==> src/rtl/loop_ctrl_pkg.sv <==
// Shared types and default constants for the timing-loop gear-shift controller
// and the PI loop filter, so both blocks take their gains from one place.
package loop_ctrl_pkg;

  typedef enum logic [1:0] {
    IDLE  = 2'd0,
    ACQ   = 2'd1,
    TRACK = 2'd2
  } loop_state_t;

  localparam int unsigned DEF_WERR       = 18;
  localparam int unsigned DEF_WIN_LOG2   = 6;
  localparam int unsigned DEF_SHW        = 5;
  localparam int unsigned DEF_KP_ACQ     = 5;
  localparam int unsigned DEF_KI_ACQ     = 9;
  localparam int unsigned DEF_KP_TRK     = 7;
  localparam int unsigned DEF_KI_TRK     = 12;
  localparam int unsigned DEF_LOCK_THR   = 2048;
  localparam int unsigned DEF_UNLOCK_THR = 8192;
  localparam int unsigned DEF_LOCK_CNT   = 4;
  localparam int unsigned DEF_UNLOCK_CNT = 2;

  function automatic logic is_running(loop_state_t s);
    return s != IDLE;
  endfunction

endpackage

==> src/rtl/err_window_avg.sv <==
// Mean |e| over fixed windows of 2^WIN_LOG2 strobes. mean_o/win_done_o are
// combinational on the final strobe so the caller can register the decision.
module err_window_avg
  import loop_ctrl_pkg::*;
#(
  parameter int unsigned WERR     = DEF_WERR,
  parameter int unsigned WIN_LOG2 = DEF_WIN_LOG2
) (
  input  logic                   clk,
  input  logic                   reset,
  input  logic                   clr_i,
  input  logic signed [WERR-1:0] e_i,
  input  logic                   e_valid_i,
  output logic        [WERR-2:0] mean_o,
  output logic                   win_done_o
);

  localparam int unsigned AW = WERR - 1 + WIN_LOG2;

  logic [AW-1:0]       acc_q, acc_d;
  logic [WIN_LOG2-1:0] cnt_q, cnt_d;
  logic [WERR-1:0]     neg_e;
  logic [WERR-2:0]     abs_e;
  logic [AW-1:0]       sum;
  logic                last;

  always_comb begin
    neg_e = -e_i;
    // Negating the most negative code wraps back to itself; clamp it instead.
    if (!e_i[WERR-1]) begin
      abs_e = e_i[WERR-2:0];
    end else if (neg_e[WERR-1]) begin
      abs_e = '1;
    end else begin
      abs_e = neg_e[WERR-2:0];
    end
    sum        = acc_q + AW'(abs_e);
    last       = &cnt_q;
    win_done_o = e_valid_i & last & ~clr_i;
    mean_o     = sum[AW-1:WIN_LOG2];
  end

  always_comb begin
    acc_d = acc_q;
    cnt_d = cnt_q;
    if (clr_i) begin
      acc_d = '0;
      cnt_d = '0;
    end else if (e_valid_i) begin
      cnt_d = cnt_q + WIN_LOG2'(1);
      acc_d = last ? '0 : sum;
    end
  end

  always_ff @(posedge clk or posedge reset) begin
    if (reset) begin
      acc_q <= '0;
      cnt_q <= '0;
    end else begin
      acc_q <= acc_d;
      cnt_q <= cnt_d;
    end
  end

endmodule

==> src/rtl/loop_gain_scheduler.sv <==
// Acquire/track gear-shift controller between the Gardner TED and PI filter:
// forwards the error, grades error windows and schedules filter gains.
module loop_gain_scheduler
  import loop_ctrl_pkg::*;
#(
  parameter int unsigned WERR       = DEF_WERR,
  parameter int unsigned WIN_LOG2   = DEF_WIN_LOG2,
  parameter int unsigned SHW        = DEF_SHW,
  parameter int unsigned KP_ACQ     = DEF_KP_ACQ,
  parameter int unsigned KI_ACQ     = DEF_KI_ACQ,
  parameter int unsigned KP_TRK     = DEF_KP_TRK,
  parameter int unsigned KI_TRK     = DEF_KI_TRK,
  parameter int unsigned LOCK_THR   = DEF_LOCK_THR,
  parameter int unsigned UNLOCK_THR = DEF_UNLOCK_THR,
  parameter int unsigned LOCK_CNT   = DEF_LOCK_CNT,
  parameter int unsigned UNLOCK_CNT = DEF_UNLOCK_CNT
) (
  input  logic                   clk,
  input  logic                   reset,
  input  logic                   enable_i,
  input  logic                   force_acq_i,
  input  logic signed [WERR-1:0] e_in_i,
  input  logic                   e_valid_i,
  output logic signed [WERR-1:0] e_o,
  output logic                   e_valid_o,
  output logic        [SHW-1:0]  kp_shift_o,
  output logic        [SHW-1:0]  ki_shift_o,
  output logic                   filt_clr_o,
  output logic                   locked_o,
  output logic        [1:0]      state_o,
  output logic        [WERR-2:0] win_mean_o
);

  localparam int unsigned CMAX = (LOCK_CNT > UNLOCK_CNT) ? LOCK_CNT : UNLOCK_CNT;
  localparam int unsigned CW   = $clog2(CMAX + 1);
  localparam logic [WERR-1:0] LOCK_THR_V   = WERR'(LOCK_THR);
  localparam logic [WERR-1:0] UNLOCK_THR_V = WERR'(UNLOCK_THR);

  loop_state_t state_q, state_d;
  logic [CW-1:0] good_q, good_d, bad_q, bad_d;
  logic [CW-1:0] good_inc, bad_inc;
  logic          clr_d, filt_clr_q;
  logic          ev_d, ev_q;
  logic signed [WERR-1:0] e_q;
  logic [SHW-1:0]  kp_d, kp_q, ki_d, ki_q;
  logic [WERR-2:0] mean_d, mean_q;
  logic            win_clr, win_done, is_good, is_bad;
  logic [WERR-2:0] win_mean;

  // The window restarts whenever the loop is held off or acquisition is restarted.
  assign win_clr = ~enable_i | (state_q == IDLE) | force_acq_i;

  err_window_avg #(
    .WERR     (WERR),
    .WIN_LOG2 (WIN_LOG2)
  ) u_win (
    .clk        (clk),
    .reset      (reset),
    .clr_i      (win_clr),
    .e_i        (e_in_i),
    .e_valid_i  (e_valid_i),
    .mean_o     (win_mean),
    .win_done_o (win_done)
  );

  assign is_good  = {1'b0, win_mean} < LOCK_THR_V;
  assign is_bad   = {1'b0, win_mean} > UNLOCK_THR_V;
  assign good_inc = (good_q == CW'(LOCK_CNT))   ? good_q : good_q + CW'(1);
  assign bad_inc  = (bad_q  == CW'(UNLOCK_CNT)) ? bad_q  : bad_q  + CW'(1);

  always_comb begin
    state_d = state_q;
    good_d  = good_q;
    bad_d   = bad_q;
    clr_d   = 1'b0;
    if (!enable_i) begin
      state_d = IDLE;
      good_d  = '0;
      bad_d   = '0;
    end else begin
      case (state_q)
        IDLE: begin
          state_d = ACQ;
          clr_d   = 1'b1;
          good_d  = '0;
          bad_d   = '0;
        end
        ACQ, TRACK: begin
          if (force_acq_i) begin
            state_d = ACQ;
            clr_d   = 1'b1;
            good_d  = '0;
            bad_d   = '0;
          end else if (win_done) begin
            // Any window that is neither good nor bad breaks both streaks.
            if (is_good) begin
              good_d = good_inc;
              bad_d  = '0;
            end else if (is_bad) begin
              bad_d  = bad_inc;
              good_d = '0;
            end else begin
              good_d = '0;
              bad_d  = '0;
            end
            if (state_q == ACQ && good_d == CW'(LOCK_CNT)) begin
              state_d = TRACK;
              good_d  = '0;
              bad_d   = '0;
            end else if (state_q == TRACK && bad_d == CW'(UNLOCK_CNT)) begin
              state_d = ACQ;
              clr_d   = 1'b1;
              good_d  = '0;
              bad_d   = '0;
            end
          end
        end
        default: begin
          state_d = IDLE;
          good_d  = '0;
          bad_d   = '0;
        end
      endcase
    end
  end

  always_comb begin
    kp_d   = (state_d == TRACK) ? SHW'(KP_TRK) : SHW'(KP_ACQ);
    ki_d   = (state_d == TRACK) ? SHW'(KI_TRK) : SHW'(KI_ACQ);
    // Hold back the strobe that coincides with an integrator clear.
    ev_d   = e_valid_i & is_running(state_d) & ~clr_d;
    mean_d = win_done ? win_mean : mean_q;
  end

  always_ff @(posedge clk or posedge reset) begin
    if (reset) begin
      state_q    <= IDLE;
      good_q     <= '0;
      bad_q      <= '0;
      filt_clr_q <= 1'b0;
      ev_q       <= 1'b0;
      e_q        <= '0;
      kp_q       <= SHW'(KP_ACQ);
      ki_q       <= SHW'(KI_ACQ);
      mean_q     <= '0;
    end else begin
      state_q    <= state_d;
      good_q     <= good_d;
      bad_q      <= bad_d;
      filt_clr_q <= clr_d;
      ev_q       <= ev_d;
      e_q        <= e_in_i;
      kp_q       <= kp_d;
      ki_q       <= ki_d;
      mean_q     <= mean_d;
    end
  end

  assign e_o        = e_q;
  assign e_valid_o  = ev_q;
  assign kp_shift_o = kp_q;
  assign ki_shift_o = ki_q;
  assign filt_clr_o = filt_clr_q;
  assign locked_o   = (state_q == TRACK);
  assign state_o    = state_q;
  assign win_mean_o = mean_q;

endmodule

==> config.mk <==
export PLATFORM = sky130hd
export DESIGN_NAME = loop_gain_scheduler
export DESIGN_NICKNAME = d
export VERILOG_FILES = /design/src/rtl/loop_ctrl_pkg.sv /design/src/rtl/err_window_avg.sv /design/src/rtl/loop_gain_scheduler.sv
export SDC_FILE = /design/constraint.sdc
export NUM_CORES = 1
export LEC_CHECK = 0
export BUFFER_PORTS_ARGS = -buffer_cell sky130_fd_sc_hd__buf_2
export CAP_MARGIN = 20
export CELL_PAD_IN_SITES_DETAIL_PLACEMENT = 1
export CELL_PAD_IN_SITES_GLOBAL_PLACEMENT = 2
export CORE_UTILIZATION = 35
export DETAILED_ROUTE_END_ITERATION = 16
export GPL_TIMING_DRIVEN = 0
export HOLD_SLACK_MARGIN = 0.15
export PLACE_DENSITY_LB_ADDON = 0.25
export SYNTH_ARGS = -nofsm -noshare
export SYNTH_HDL_FRONTEND = slang
export SYNTH_SLANG_ARGS = --single-unit
==> constraint.sdc <==
create_clock -name clk -period 4.5 [get_ports clk]
set_input_delay 0.9 -clock clk [delete_from_list [all_inputs] [get_ports clk]]
set_output_delay 0.9 -clock clk [all_outputs]
set_load 0.01 [all_outputs]
==> metrics.txt <==
Worst IR Drop VDD 0.1932 mV; Root Driver clkbuf_16; htree depth 3; DRC violations left 0; DP Area 5618 um^2; die width between 100 and 150 um; most common cell after layout, fill and taps aside dfrtp_1; Tot Pwr 1.853 mW; average routed wire per standard cell around 19 um; CTS sink count between 70 and 80; CTS tree built; RSZ-0062 raised after global routing true; post-synthesis sequential area ratio around 39%; Crit Path Category in -> reg; sequential power share 38.0%; clk_lat worst skew about 0.34 ns; remaining global-route overflow 0; die area 14410 um^2; share of layout cells above drive strength 1 approximately 39%; area grow syn2layout 42.33%; Pint 1.341 mW; first-pass GRT wire length roughly 25 mm; fin area 6942 um^2; ANT nets after route 0; hold crit path type reg -> reg; leakage dissipation 3.088 nW; initial core utilization 36.40%; Yosys Warn Count 0; FP Rows 42; placed cells 788; gr usage total 22.30%; via count 4624; Post-Route Utilization around half; crit start category input port; Crit path required time 4.76 ns; hold buffers post-CTS 0; fin crit period 5.304 ns; Worst Path Max Fanout 4; Core ar. 13400 um^2; Crit. Startpoint e_in_i[6]; fin cells 842; Final Net Count 712; GP Congestion 0.8649; Ports 73; EDFF count, synth 0; Max-slew headroom 48.22%; failing checks setup timing; Post-Syn Area per Cell 9.015 um^2; Hold Violations, Final 0; Clock Path Buffers 2; top_reg_cell synth dfrtp_1; post-synthesis register bit count 76; Worst Hold Launch win_mean_o[7]$_DFFE_PP0P_; Tightest Pin Transition ~0.8 ns; CP endpoint kind flip-flop; largest net degree at the start of global routing 44; CTS Buf Count 9; vias in the first global route between 4000 and 5000; PwrDens 266.9 nW/um^2; Port Buffer Count 65; most frequent cells in the layout dfrtp_1 (75), nand2_1 (67), buf_2 (62); initial antenna violation count 0; sw frac 27.63%; final worst setup slack -0.8041 ns; Die Ht 120.0 um; drt pass-1 iters 4; synthesized cell area 4877 um^2; DR vias/cell 5.492; FMAX 188.5 MHz; Comb pwr share a little under a fifth; Initial DRC Count ~240; # fillers approximately 1500; Switch Pwr 0.5120 mW; Clock power frac a little over two fifths; ys async rst share 100.0%; number of max-cap violations 0; Post-Synthesis Cells between 500 and 600; clock slew at reported path FFs 0.06 ns; reg2reg start u_win.acc_q[0]$_DFFE_PP0P_; ant diodes 0; # setup viols final 15; Clock Skew 0.007037 ns; post-place setup slack -1.476 ns; Final HPWL DP 10.97 mm; Final period util 117.9%; Max Transition Viols Final 0; status complete, but fails checks; Worst Path Arrival 5.56 ns; DRT Wirelength around 16 mm; Distinct cells, synth 77
-- power by group through the flow --
stage          registers, mW  logic, mW  clock network (mW)
2_1_floorplan          0.721      0.173                   0
3_3_place_gp           0.715      0.254                   0
4_1_cts                0.703      0.306               0.822
5_1_grt                0.704      0.374               0.848
3_5_place_dp           0.716      0.264                   0
6_report               0.703      0.343               0.806
-- cell type report --
type	instances	area, um^2	area share [%]
Buffer	26	175.2	2.523
Clock buffer	10	239.0	3.443
Clock inverter	6	87.58	1.262
Inverter	17	66.31	0.9553
Multi-Input combinational cell	424	3502	50.45
Sequential cell	76	1903	27.42
Tap cell	176	220.2	3.172
Timing Repair Buffer	107	748.2	10.78
-- timing repair --
action,CTS,global route
buffers inserted,26,15
pin swaps,45,24
resized for setup,75,57
setup endpoints to repair,24,28
cloned,1,0
-- synth_stat cells, types with 3 or more instances --
master | number | area, um^2
nand3_1 | 16 | 80.08
o21a_1 | 4 | 30.03
nor3_1 | 12 | 60.06
nor2b_1 | 6 | 37.54
nor2_1 | 35 | 131.4
inv_1 | 17 | 63.81
clkbuf_1 | 18 | 67.56
and3_1 | 8 | 50.05
xnor2_1 | 7 | 61.31
nand2_1 | 75 | 281.5
a211oi_1 | 3 | 22.52
o31ai_1 | 4 | 30.03
o211ai_1 | 4 | 30.03
o41ai_1 | 3 | 26.28
a21o_1 | 9 | 67.56
nor3b_1 | 3 | 22.52
mux2_2 | 10 | 112.6
a21oi_1 | 33 | 165.2
buf_4 | 9 | 67.56
dfrtp_1 | 75 | 1877
o21ai_0 | 43 | 215.2
a31oi_1 | 7 | 43.79
xor2_1 | 18 | 157.7
nand4_1 | 5 | 31.28
a22o_1 | 10 | 87.58
or3_1 | 9 | 56.30
and2_1 | 5 | 31.28
ha_1 | 27 | 337.8
or2_2 | 4 | 25.02
-- path summary, 6_finish.rpt --
path / end / slack [ns] / cells after the start
worst min register to register: win_mean_o[7]$_DFFE_PP0P_ / 0.48 / 2
max in group asynchronous: ki_shift_o[0]$_DFF_PP1_ / 3.29 / 3
min in group asynchronous: win_mean_o[16]$_DFFE_PP0P_ / 0.58 / 2
worst max-delay path: ki_shift_o[0]$_DFF_PP1_ / -0.80 / 16
worst min-delay path: win_mean_o[7]$_DFFE_PP0P_ / 0.48 / 2
worst max register to register: ki_shift_o[0]$_DFF_PP1_ / 0.88 / 12
-- kinds of logic (layout without fill, tap and decap cells) --
kind of cell,after synthesis,in the layout,share of synthesized area [%]
and+or+nand+nor,197,197,20.37
other,2,7,0.1540
adders and majority gates,28,28,7.337
muxes,12,12,2.719
buffers and inverters,46,166,4.412
AOI/OAI and AO/OA,154,154,21.17
DFF,76,76,39.02
xor gates and xnor gates,26,26,4.823
-- metal layers --
layer / up-vias / routed length, um / track usage [%]
met5: - / 0 / 0
met4: 0 / 348 / 7.344
met3: 25 / 485 / 3.660
met2: 72 / 8291 / 37.82
met1: 2327 / 6931 / 28.66
li1: 2200 / - / -
-- sequential cells by signal, indices dropped and copies added, names as in the netlist --
name and count:
kp_shift_o 1, ki_shift_o 1, filt_clr_o 1, good_q 3, state_o 2, bad_q 3
win_mean_o 17, e_valid_o 1, u_win.acc_q 23, e_o 18, u_win.cnt_q 6
-- critical path, cell delays in order --
cell and delay (ns):
buf_6 0.09, or4_4 0.53, or3_4 0.34, or3_4 0.39, or3_4 0.40, a31oi_2 0.17
ha_1 0.25, clkbuf_8 0.15, a21o_1 0.19, a22o_4 0.24, a221o_1 0.35, a211o_4 0.35
nor4_4 0.29, nand4_2 0.14, a31o_1 0.28, or4b_1 0.48
-- per-stage QoR --
| stage | hold WS, ns | TNS, ns |
|---|---|---|
| 2_1_floorplan | 0.4563 | -3.877 |
| 3_3_place_gp | 0.4663 | -19.00 |
| 3_5_place_dp | 0.4695 | -21.78 |
| 4_1_cts | 0.4834 | -7.668 |
| 5_1_grt | 0.5246 | -10.20 |
| 6_report | 0.4830 | -7.417 |
No activity file was read; power rests on OpenSTA's default activity.
